File: config.mk
export PLATFORM = sky130hd
export DESIGN_NAME = register_file
export DESIGN_NICKNAME = d
export VERILOG_FILES = /design/src/rtl/register_file_pkg.sv /design/src/rtl/register_read_port.sv /design/src/rtl/register_file.sv
export SDC_FILE = /design/constraint.sdc
export NUM_CORES = 1
export LEC_CHECK = 0
export ABC_CLOCK_PERIOD_IN_PS = 2890
export CAP_MARGIN = 20
export CORE_ASPECT_RATIO = 0.75
export CORE_MARGIN = 2
export CORE_UTILIZATION = 55
export DETAILED_ROUTE_END_ITERATION = 8
export GPL_ROUTABILITY_DRIVEN = 0
export PLACE_DENSITY = 0.85
export SYNTH_ARGS = -nofsm -noshare
export SYNTH_HDL_FRONTEND = slang
export SYNTH_SLANG_ARGS = --single-unit
File: constraint.sdc
create_clock -name clk -period 2.89 [get_ports clk]
set_input_delay 0.578 -clock clk [delete_from_list [all_inputs] [get_ports clk]]
set_output_delay 0.578 -clock clk [all_outputs]
set_load 0.005 [all_outputs]
File: src/rtl/register_file_pkg.sv
// register_file shared types: clear-engine states and the masked-OR helper
// used by both read ports.
package register_file_pkg;

  localparam int MAX_COUNT = 64;

  typedef enum logic {
    IDLE  = 1'b0,
    SWEEP = 1'b1
  } state_t;

  // One bit column of the file: OR of the values whose mask bit is set.
  function automatic logic mask_or(
    input logic [MAX_COUNT-1:0] values,
    input logic [MAX_COUNT-1:0] mask
  );
    return |(values & mask);
  endfunction

endpackage

File: src/rtl/register_read_port.sv
// One read port: write-through bypass select, then the masked OR of the
// selected registers, plus the OR of their pending bits.
module register_read_port
  import register_file_pkg::*;
#(
  parameter int WIDTH = 8,
  parameter int COUNT = 8
) (
  input  logic [COUNT-1:0][WIDTH-1:0] values,
  input  logic                        wen,
  input  logic [COUNT-1:0]            wmask,
  input  logic [WIDTH-1:0]            wdata,
  input  logic [COUNT-1:0]            pend,
  input  logic [COUNT-1:0]            mask,
  output logic [WIDTH-1:0]            bus,
  output logic                        busy
);

  logic [COUNT-1:0][WIDTH-1:0] eff;
  logic [MAX_COUNT-1:0]        col;
  logic [MAX_COUNT-1:0]        msk;

  always_comb begin
    eff = values;
    for (int i = 0; i < COUNT; i++) begin
      if (wen && wmask[i]) eff[i] = wdata;
    end
  end

  always_comb begin
    bus = '0;
    col = '0;
    msk = '0;
    msk[COUNT-1:0] = mask;
    for (int b = 0; b < WIDTH; b++) begin
      col = '0;
      for (int i = 0; i < COUNT; i++) begin
        col[i] = eff[i][b];
      end
      bus[b] = mask_or(col, msk);
    end
  end

  assign busy = |(pend & mask);

endmodule

File: src/rtl/register_file.sv
// Parametrised register file: two masked read ports with bypass, a pending
// scoreboard and a one-register-per-cycle clear engine.
module register_file
  import register_file_pkg::*;
#(
  parameter int WIDTH = 8,
  parameter int COUNT = 8
) (
  input  logic             clk,
  input  logic             rst_n,
  input  logic [COUNT-1:0] o_regmask_a,
  output logic [WIDTH-1:0] o_bus_a,
  output logic             o_busy_a,
  input  logic [COUNT-1:0] o_regmask_b,
  output logic [WIDTH-1:0] o_bus_b,
  output logic             o_busy_b,
  input  logic [WIDTH-1:0] i_bus,
  input  logic [COUNT-1:0] i_regmask,
  input  logic             setter,
  input  logic [COUNT-1:0] reserve_mask,
  input  logic             reserve,
  input  logic             clear_req,
  output logic             clear_busy
);

  localparam int IW = $clog2(COUNT);
  localparam logic [IW-1:0] LAST = IW'(COUNT - 1);

  logic [COUNT-1:0][WIDTH-1:0] regs;
  logic [COUNT-1:0]            pend;
  state_t                      state;
  logic [IW-1:0]               idx;
  logic                        wen;

  assign clear_busy = (state == SWEEP);
  assign wen        = setter && !clear_busy;

  always_ff @(posedge clk or negedge rst_n) begin
    if (!rst_n) begin
      regs  <= '0;
      pend  <= '0;
      state <= IDLE;
      idx   <= '0;
    end else begin
      unique case (state)
        IDLE: begin
          for (int i = 0; i < COUNT; i++) begin
            if (setter && i_regmask[i]) regs[i] <= i_bus;
            // reserve beats a same-cycle write on the pending bit
            if (reserve && reserve_mask[i])
              pend[i] <= 1'b1;
            else if (setter && i_regmask[i])
              pend[i] <= 1'b0;
          end
          if (clear_req) begin
            state <= SWEEP;
            idx   <= '0;
          end
        end
        SWEEP: begin
          for (int i = 0; i < COUNT; i++) begin
            if (idx == IW'(i)) begin
              regs[i] <= '0;
              pend[i] <= 1'b0;
            end
          end
          if (idx == LAST)
            state <= IDLE;
          else
            idx <= idx + 1'b1;
        end
        default: state <= IDLE;
      endcase
    end
  end

  register_read_port #(
    .WIDTH(WIDTH),
    .COUNT(COUNT)
  ) u_port_a (
    .values(regs),
    .wen   (wen),
    .wmask (i_regmask),
    .wdata (i_bus),
    .pend  (pend),
    .mask  (o_regmask_a),
    .bus   (o_bus_a),
    .busy  (o_busy_a)
  );

  register_read_port #(
    .WIDTH(WIDTH),
    .COUNT(COUNT)
  ) u_port_b (
    .values(regs),
    .wen   (wen),
    .wmask (i_regmask),
    .wdata (i_bus),
    .pend  (pend),
    .mask  (o_regmask_b),
    .bus   (o_bus_b),
    .busy  (o_busy_b)
  );

endmodule

After elaboration in Yosys (flattened, before gate mapping):

Index checks and enable logic that the tools add are counted.

* add/sub/neg operators: 1
* equal/unequal tests: 33
* muxes and demuxes: 56
* bitwise operators: 19
* reduce and logical (&&, ||, !) cells: 62

Operator list (count)
* OR reduction 64 bit: 16
* two-way mux 8 bit: 24
* bitwise AND 8 bit: 18
* one-hot mux 64 bit (2 select lines): 1
* AND reduction 2 bit: 17
* two-way mux 1 bit: 26
* logical AND 1 bit: 25
* != test 3 bit (second input constant): 8
* != test 2 bit (second input constant): 10
* != test 2 x 1 -> 1 bit (second input constant): 8
* one-hot mux 8 bit (2 select lines): 1
* OR reduction 8 bit: 2
* == test 3 bit (second input constant): 4
* == test 3 x 2 -> 1 bit (second input constant): 2
* two-way mux 3 bit: 2
* one-hot mux 3 bit (2 select lines): 1
* adder 3 x 1 -> 3 bit (second input constant): 1
* == test 3 x 1 -> 1 bit (second input constant): 1
* logical NOT 3 bit: 1
* one-hot mux 1 bit (2 select lines): 1
* logical NOT 1 bit: 1
* NOT 1 bit: 1

* flip-flop bits (word level): 76
* input bits: 45
* output and inout bits: 19
* word-level logic and storage cells: 189

Depth between registers and ports, before layout:

Gate-level depths: netlist (run 1).

* depth in word-level cells: 6
* mapped depth: 7

By module:

A second synthesis (run 1) with hierarchy kept.

* cells, all modules: 595
* area, all modules: 6068.3 um^2

Modules (own cells, without submodules)
* register_file: instances 1, cells an instance 331, area each 3588.4 um^2
* register_read_port: instances 2, cells an instance 132, area each 1239.9 um^2

Least setup slack after synthesis (run 1):

OpenSTA, ideal clock, no wires.

* path kind: input to output
* start point: input port i_regmask[6]
* end point: output port o_bus_a[0]
* data arrival time: 1739 ps
* required time: 2312 ps
* setup slack: 573 ps
* stages: 6
* buffers on the path: 2
* path through: and3b_1 -> buf_2 -> buf_2 -> mux2_2 -> a22oi_1 -> nand4_1

* cells in the longest elaborated chain, start to end: 4

Ends and longest elaborated chain
* start: declaration: RTL line register_file.sv:18 `input logic [COUNT-1:0] i_regmask,`
* logical AND 1 bit: RTL line register_read_port.sv:26 `if (wen && wmask[i]) eff[i] = wdata;`
* two-way mux 8 bit: RTL line register_read_port.sv:26
* bitwise AND 8 bit: RTL line register_file_pkg.sv:17 `return |(values & mask);`
* OR reduction 64 bit: RTL line register_file_pkg.sv:17
* end: declaration: RTL line register_file.sv:12 `output logic [WIDTH-1:0] o_bus_a,`

No other way between the ends.

Worst setup path in the final report (run 1):

* start point: register state, in the netlist clear_busy
* end point: output port o_bus_b[0]

* cells in the longest elaborated chain, start to end: 6
* elaborated cells on any way between the ends: 20
* classes of those cells: 8 x mux; 1 x bitwise; 11 x reduce/logical

Ends and longest elaborated chain
* start: declaration: RTL line register_file.sv:31 `state_t state;`
* start signal: assignment: RTL line register_file.sv:42 `state <= IDLE;`
* start signal: assignment: RTL line register_file.sv:56 `state <= SWEEP;`
* start signal: assignment: RTL line register_file.sv:68 `state <= IDLE;`
* logical NOT 1 bit (*): RTL line register_file.sv:36 `assign wen = setter && !clear_busy;`
* logical AND 1 bit (*): RTL line register_file.sv:36
* logical AND 1 bit: RTL line register_read_port.sv:26
* two-way mux 8 bit: RTL line register_read_port.sv:26
* bitwise AND 8 bit (*): RTL line register_file_pkg.sv:17
* OR reduction 64 bit (*): RTL line register_file_pkg.sv:17
* end: declaration: RTL line register_file.sv:15 `output logic [WIDTH-1:0] o_bus_b,`

Every way passes the cells marked *; elsewhere a longest branch is shown, timed or not.

==> results.sh, run 1 <==
export IMPL_floorplan_die_height_um=82.53
export IMPL_drt_wl_total_mm=15.73
export IMPL_drive_above_1_share_pct=43.01
export IMPL_hpwl_mm=9.959
export IMPL_post_synth_main_area_contributors="sky130_fd_sc_hd__dfrtp_1 (42%), sky130_fd_sc_hd__mux2_2 (15%), sky130_fd_sc_hd__a22o_1 (14%)"
export IMPL_postSynthAreaPerCell_sq_um=11.78
export IMPL_syn_to_final_growth_pct=33.20
export IMPL_grt_antenna_before_repair=0
export IMPL_static_leakage_nw=2.691
export IMPL_synth_largest_area_cell="sky130_fd_sc_hd__dfrtp_1"
export IMPL_ys_flop_type="sky130_fd_sc_hd__dfrtp_1"
export IMPL_tritoncts="done"
export IMPL_detailed_place_area_sq_um=5419
export IMPL_routed_wire_length_per_instance_um=27.59
export IMPL_cpMaxStageDelayCell="sky130_fd_sc_hd__dfrtp_2"
export IMPL_dieArea_sq_um=8970
export IMPL_fin_crit_ns=2.932
export IMPL_chipWidth_um=108.7
export IMPL_num_antenna_cells=0
export IMPL_synth_nets=435
export IMPL_num_fill_cells=524
export IMPL_finClkSkew_ns=0.01171
export IMPL_synth_edff_count=0
export IMPL_max_clock_path_buffers=2
export IMPL_numnets_final=511
export IMPL_timing_critical_path_to_type="output pin"
export IMPL_post_synth_top_count_cell="sky130_fd_sc_hd__dfrtp_1"
export IMPL_cp_arrival_ns=2.35
export IMPL_final_min_period_over_clock_period_pct=101.5
export IMPL_hold_slack_ns=0.3718
export IMPL_detail_route_drc_violations=0
export IMPL_ys_async_sr_fraction_pct=100.0
export IMPL_placementRows=28
export IMPL_setup_violations=4
export IMPL_count_of_warnings_emitted_by_yosys=0
export IMPL_first_iter_violations=493
export IMPL_grt_pass1_vias=4334
export IMPL_num_vias=4267
export IMPL_place_port_buffers=63
export IMPL_worst_slack_ns=-0.04243
export IMPL_synth_area_sq_um=4522
export IMPL_vdd_ir_drop_max_uv=701.6
export IMPL_groute_layer_met2_usage_pct=55.44
export IMPL_rsz_0062_raised_after_global_routing="yes"
export IMPL_slew_viol_final=0
export IMPL_cts_reportedPaths_clkPinSlew_ns=0.09
export IMPL_yosys_area_top_type_share_pct=42.06
export IMPL_setup_worst_path_class="register to output pin"
export IMPL_portion_of_the_post_synthesis_area_used_by_sequential_elements_pct=42.06
export IMPL_synthesized_flop_and_latch_total=76
export IMPL_hold_class="input port to async pin"
export IMPL_cts_hold_fix_buffers=0
export IMPL_cap_viol_max_count=0
export IMPL_relSlewSlack_pct=35.55
export IMPL_groute_layer_met1_usage_pct=46.72
export IMPL_netlist_top_cells_count="sky130_fd_sc_hd__dfrtp_1 (76), sky130_fd_sc_hd__a22o_1 (72), sky130_fd_sc_hd__a22oi_1 (72), sky130_fd_sc_hd__mux2_2 (61), sky130_fd_sc_hd__clkbuf_1 (21)"
export IMPL_aggregate_global_routing_overflow=0
export IMPL_globalRouteMet3Util_pct=11.46
export IMPL_largest_net_degree_at_the_start_of_global_routing=77
export IMPL_layout_area_seq_sq_um=1903
export IMPL_timing_final_hold_violations=0
export IMPL_cts_made_buffers=9
export IMPL_fp_coreArea_sq_um=7918
export IMPL_clkLatencyLatePin_ns=0.36
export IMPL_synth_lib_cells_used_distinct=21
export IMPL_timing_critical_path_from_type="register"
export IMPL_grt_busiest_layer="met2"
export IMPL_crit_path_max_fanout=6
export IMPL_detail_route_vias_per_cell=7.486
export IMPL_cp_data_required_time_ns=2.31
export IMPL_timing_worst_slew_pin_value_ns=0.9667
export IMPL_final_antenna_net_count=0
export IMPL_ctsRootBufferMaster="sky130_fd_sc_hd__clkbuf_8"
export IMPL_design_area_sq_um=6023
export IMPL_power_density_nw_per_um2=987.4
export IMPL_clock_sink_count=76
export IMPL_violations="setup timing"
export IMPL_result_of_the_run="complete, but fails checks"
export IMPL_timing_fmax_mhz=341.0
export IMPL_final_util_pct=76.07
export IMPL_crit_path_cell_trace="and3b_2, bufbuf_16, mux2_2, a22oi_2, nand4_1, buf_2"
export IMPL_floorplan_initialDensity_pct=57.11
export IMPL_firstDrtPassIters=5
export IMPL_grt_first_pass_wirelength_mm=23.84
export IMPL_ioPinCount=64
export IMPL_multi_input_area_sq_um=2615
export IMPL_grt_util_all_layers_pct=36.31
export IMPL_postSynthCellCount=384
export IMPL_slowest_delay_ns=0.50
export IMPL_h_tree_depth=3
worst paths after layout:
kind	start	end	slack, ns	cells past startpoint
max in group asynchronous	rst_n	clear_busy	1.84	1
worst max-delay path	clear_busy	o_bus_b[0]	-0.04	6
worst min-delay path	rst_n	regs[36]	0.37	1
worst min register to register	regs[36]	regs[36]	0.50	1
worst max register to register	clear_busy	regs[49]	0.79	6
min in group clk	regs[36]	regs[36]	0.50	1
per-stage QoR:
stage / setup WS [ns] / std cells / total power [mW] / TNS (ns)
2_1_floorplan: 0.5727 / 384 / 3.562 / 0
3_3_place_gp: -0.4735 / 542 / 4.672 / -7.308
3_5_place_dp: -0.5420 / 542 / 4.788 / -7.986
4_1_cts: -0.02599 / 567 / 5.772 / -0.05300
5_1_grt: -0.06881 / 570 / 6.203 / -0.2018
6_report: -0.04243 / 570 / 5.948 / -0.1015
power by group:
group          internal (mW)  leakage (nW)  total [mW]  switching [mW]
Combinational           1.67          1.57        3.23            1.56
Clock                  0.483         0.109       0.906           0.423
Sequential              1.48          1.01        1.81           0.323
Total                   3.64          2.69        5.95            2.31
registers in the layout, indices dropped and copies added (netlist names):
register    cells
regs           64
clear_busy      1
idx             3
pend            8
cells in the final DEF, fill, tap and decap left out, types with 4 or more instances in the layout:
master	synthesis	layout
sky130_fd_sc_hd__a22oi_1	72	34
sky130_fd_sc_hd__mux2_4	4	18
sky130_fd_sc_hd__nand4_1	18	18
sky130_fd_sc_hd__buf_12	0	10
sky130_fd_sc_hd__clkbuf_8	0	9
sky130_fd_sc_hd__clkbuf_2	0	9
sky130_fd_sc_hd__inv_1	4	4
sky130_fd_sc_hd__a22o_1	72	72
sky130_fd_sc_hd__buf_2	8	7
sky130_fd_sc_hd__dlygate4sd2_1	0	5
sky130_fd_sc_hd__and3b_2	0	8
sky130_fd_sc_hd__dlymetal6s2s_1	0	4
sky130_fd_sc_hd__dfrtp_1	76	75
sky130_fd_sc_hd__a21oi_2	4	4
sky130_fd_sc_hd__a22oi_2	0	38
sky130_fd_sc_hd__clkdlybuf4s50_1	0	36
sky130_fd_sc_hd__buf_4	0	30
sky130_fd_sc_hd__mux2_2	61	47
sky130_fd_sc_hd__ha_1	6	6
area by class of cell:
class	instances	share of cell area, %
sequential	76	31.60
tap	105	2.181
clock buffer	9	2.057
timing repair buffer	109	18.99
inverter	4	0.2493
multi-input combinational	260	43.42
clock inverter	7	1.516
cells by family (layout without fill, tap and decap cells):
group | Yosys count | in the layout | share of synthesized area [%]
AOI/OAI and AO/OA | 155 | 155 | 28.86
xor gates and xnor gates | 1 | 1 | 0.1937
adders and majority gates | 6 | 6 | 1.660
buffers and inverters | 48 | 129 | 5.700
DFF | 76 | 76 | 42.06
muxes | 67 | 67 | 16.96
and+or+nand+nor | 31 | 31 | 4.566
worst max-delay path, delay by kind of cell (launching register included):
kind	cells	cell delay (ns)
muxes	1	0.35
buffers and inverters	2	0.46
AOI/OAI and AO/OA	1	0.19
DFF	1	0.50
and+or+nand+nor	2	0.50
timing repair:
| action | CTS | global route |
|---|---|---|
| gates resized for setup | 98 | 35 |
| setup buffers | 5 | 2 |
| pin swaps | 21 | 21 |
| cloned | 4 | 1 |
| setup endpoints to repair | 16 | 18 |
layer usage:
| metal | wire length, um | up-vias | share of wire (%) |
|---|---|---|---|
| li1 | - | 1692 | - |
| met1 | 5865 | 2059 | 37 |
| met2 | 6746 | 406 | 43 |
| met3 | 2153 | 110 | 14 |
| met4 | 959 | 0 | 6.1 |
| met5 | 0 | - | 0 |
Power figures use the tool's default switching activity.
==> run 2, diff against run 1 <==
--- a/config.mk
+++ b/config.mk
@@ -10,8 +10,9 @@
 export CORE_ASPECT_RATIO = 0.75
 export CORE_MARGIN = 2
 export CORE_UTILIZATION = 55
+export CTS_CLUSTER_SIZE = 24
 export DETAILED_ROUTE_END_ITERATION = 8
-export GPL_ROUTABILITY_DRIVEN = 0
+export GPL_ROUTABILITY_DRIVEN = 1
 export PLACE_DENSITY = 0.85
 export SYNTH_ARGS = -nofsm -noshare
 export SYNTH_HDL_FRONTEND = slang
==> run 2 against run 1 <==
Against the previous run: the run still ends with setup timing left; register-to-register slack gained 0.11 ns; via count shrank 2.6%; die area unchanged; core utilization fell by 0.35 points; critical path depth rose by 1; sequential cell count unchanged; critical path type is now input port to output pin; setup slack worse by 0.0041 ns; first-iteration DRC count up 0.81%; non-clock buffer count is 3 higher; sequential share of layout area increased by 0.15 points.
==> results.sh, run 2 (synthesized netlist as in run 1, its figures left out) <==
export IMPL_result_of_the_run="complete, but fails checks"
export IMPL_violations="setup timing"
export IMPL_placementRows=28
export IMPL_worst_slack_ns=-0.04652
export IMPL_setup_violations=6
export IMPL_design_area_sq_um=5996
export IMPL_largest_reg_flops=64
export IMPL_critical_path_reg2reg_startpoint="clear_busy"
export IMPL_hpwl_mm=10.07
export IMPL_grt_pass1_vias=4071
export IMPL_max_clock_path_buffers=2
export IMPL_crit_path_max_fanout=8
export IMPL_max_flop_register="regs"
export IMPL_layout_common_cells="sky130_fd_sc_hd__dfrtp_1 (75), sky130_fd_sc_hd__a22o_1 (72), sky130_fd_sc_hd__a22oi_2 (47), sky130_fd_sc_hd__mux2_2 (39), sky130_fd_sc_hd__buf_4 (37)"
export IMPL_num_antenna_cells=0
export IMPL_rsz_0062_raised_after_global_routing="yes"
export IMPL_static_leakage_nw=2.684
export IMPL_crit_family="buffers and inverters"
export IMPL_power_mw=5.862
export IMPL_cp_data_required_time_ns=2.31
export IMPL_cap_viol_max_count=0
export IMPL_final_min_period_over_clock_period_pct=101.6
export IMPL_largest_net_degree_at_the_start_of_global_routing=77
export IMPL_setup_reg_to_reg_worst_slack_ns=0.90
export IMPL_drt_wl_total_mm=15.38
export IMPL_ctsRootBufferMaster="sky130_fd_sc_hd__clkbuf_8"
export IMPL_post_place_cells=545
export IMPL_relSlewSlack_pct=34.79
export IMPL_grt_util_all_layers_pct=34.81
export IMPL_timing_critical_path_from_type="input port"
export IMPL_grt_first_pass_wirelength_mm=22.80
export IMPL_layout_commonest_cell="sky130_fd_sc_hd__dfrtp_1"
export IMPL_finClkSkew_ns=0.01224
export IMPL_clock_sink_count=76
export IMPL_final_antenna_net_count=0
export IMPL_largestRegisters="regs (64), pend (8), idx (3)"
export IMPL_place_worst_setup_slack_ns=-0.5945
export IMPL_firstDrtPassIters=5
export IMPL_cpMaxStageDelayCell="sky130_fd_sc_hd__clkdlybuf4s50_1"
export IMPL_crit_path_cell_trace="clkdlybuf4s50_1, and3b_2, buf_8, mux2_4, a22oi_2, nand4_1, buf_2"
export IMPL_slew_viol_final=0
export IMPL_floorplan_initialDensity_pct=57.11
export IMPL_detailed_place_area_sq_um=5379
export IMPL_power_density_nw_per_um2=977.8
export IMPL_numnets_final=514
export IMPL_fp_coreArea_sq_um=7918
export IMPL_num_vias=4155
export IMPL_r2r_worst_path_cells=6
export IMPL_place_port_buffers=63
export IMPL_cts_reportedPaths_clkPinSlew_ns=0.08
export IMPL_finish_cell_count_without_fillers=573
export IMPL_clkLatencyLatePin_ns=0.36
export IMPL_globalplace_congestion=0.9471
export IMPL_chipWidth_um=108.7
export IMPL_critPathBufInv=3
export IMPL_vdd_ir_drop_max_uv=537.9
export IMPL_setup_worst_path_class="input port to output pin"
export IMPL_fin_crit_ns=2.937
export IMPL_detail_route_drc_violations=0
export IMPL_worst_r2r_end="regs[49]"
export IMPL_dieArea_sq_um=8970
export IMPL_finalSetupTns_ns=-0.1177
export IMPL_tritoncts="done"
export IMPL_detail_route_vias_per_cell=7.251
export IMPL_floorplan_die_height_um=82.53
export IMPL_hold_class="input port to async pin"
export IMPL_drive_above_1_share_pct=44.87
export IMPL_timing_final_hold_violations=0
export IMPL_h_tree_depth=3
export IMPL_routed_wire_length_per_instance_um=26.84
export IMPL_cts_made_buffers=9
export IMPL_timing_fmax_mhz=340.5
export IMPL_slowest_delay_ns=0.50
export IMPL_grt_antenna_before_repair=0
export IMPL_first_iter_violations=497
export IMPL_syn_to_final_growth_pct=32.60
export IMPL_aggregate_global_routing_overflow=0
export IMPL_timing_critical_path_to_type="output pin"
export IMPL_timing_worst_slew_pin_value_ns=0.9782
export IMPL_ioPinCount=64
export IMPL_cp_arrival_ns=2.36
## run 2: cell types whose count changed in the layout (fill, tap and decap cells not counted), moves of 2 or more
cell	previous run	this run
sky130_fd_sc_hd__mux2_2	47	39
sky130_fd_sc_hd__buf_12	10	5
sky130_fd_sc_hd__a22oi_1	34	25
sky130_fd_sc_hd__buf_6	2	5
sky130_fd_sc_hd__mux2_4	18	26
sky130_fd_sc_hd__buf_4	30	37
sky130_fd_sc_hd__bufbuf_16	3	1
sky130_fd_sc_hd__clkbuf_2	9	7
sky130_fd_sc_hd__a22oi_2	38	47
## run 2: layout make-up
class                      instances  area, sq um
inverter                           4        15.01
multi-input combinational        260         2690
clock inverter                     6        65.06
clock buffer                      10        127.6
timing repair buffer             112         1064
sequential                        76         1903
tap                              105        131.4
fill                             520         1922
## run 2: report_power, final
group / switching (mW) / internal (mW)
Combinational: 1.55 / 1.69
Clock: 0.419 / 0.399
Sequential: 0.323 / 1.48
Total: 2.29 / 3.57
## run 2: worst max-delay path by stage
stage / slack (ns) / startpoint / endpoint / cells past startpoint
floorplan: 0.57 / i_regmask[6] / o_bus_a[0] / 6
global placement: -0.51 / setter / o_bus_b[6] / 7
detailed placement: -0.59 / setter / o_bus_a[6] / 7
CTS: -0.06 / i_regmask[3] / o_bus_a[4] / 7
global route: -0.08 / i_regmask[3] / o_bus_a[3] / 7
finish: -0.05 / i_regmask[7] / o_bus_a[6] / 7
## run 2: timing repair
item                                    in CTS  in global routing
hold buffers                                 0                  0
endpoints found under the setup margin      16                 16
pin swaps                                   19                 18
resized for setup                          113                 40
cloned                                       2                  0
buffers inserted                             9                  1
## run 2: through the flow
| step | hold slack [ns] | util, % |
|---|---|---|
| after global placement | 0.4785 | 67.94 |
| after global routing | 0.4361 | 75.73 |
| final | 0.3583 | 75.73 |
| after floorplan | 0.2824 | - |
| after CTS | 0.4066 | 74.81 |
| after detailed placement | 0.4773 | 67.94 |
## run 2: layer usage
metal	track usage (%)	routed length, um
met1	48.06	6121
met2	52.69	6880
met3	7.457	1680
met4	16.54	698
met5	0	0
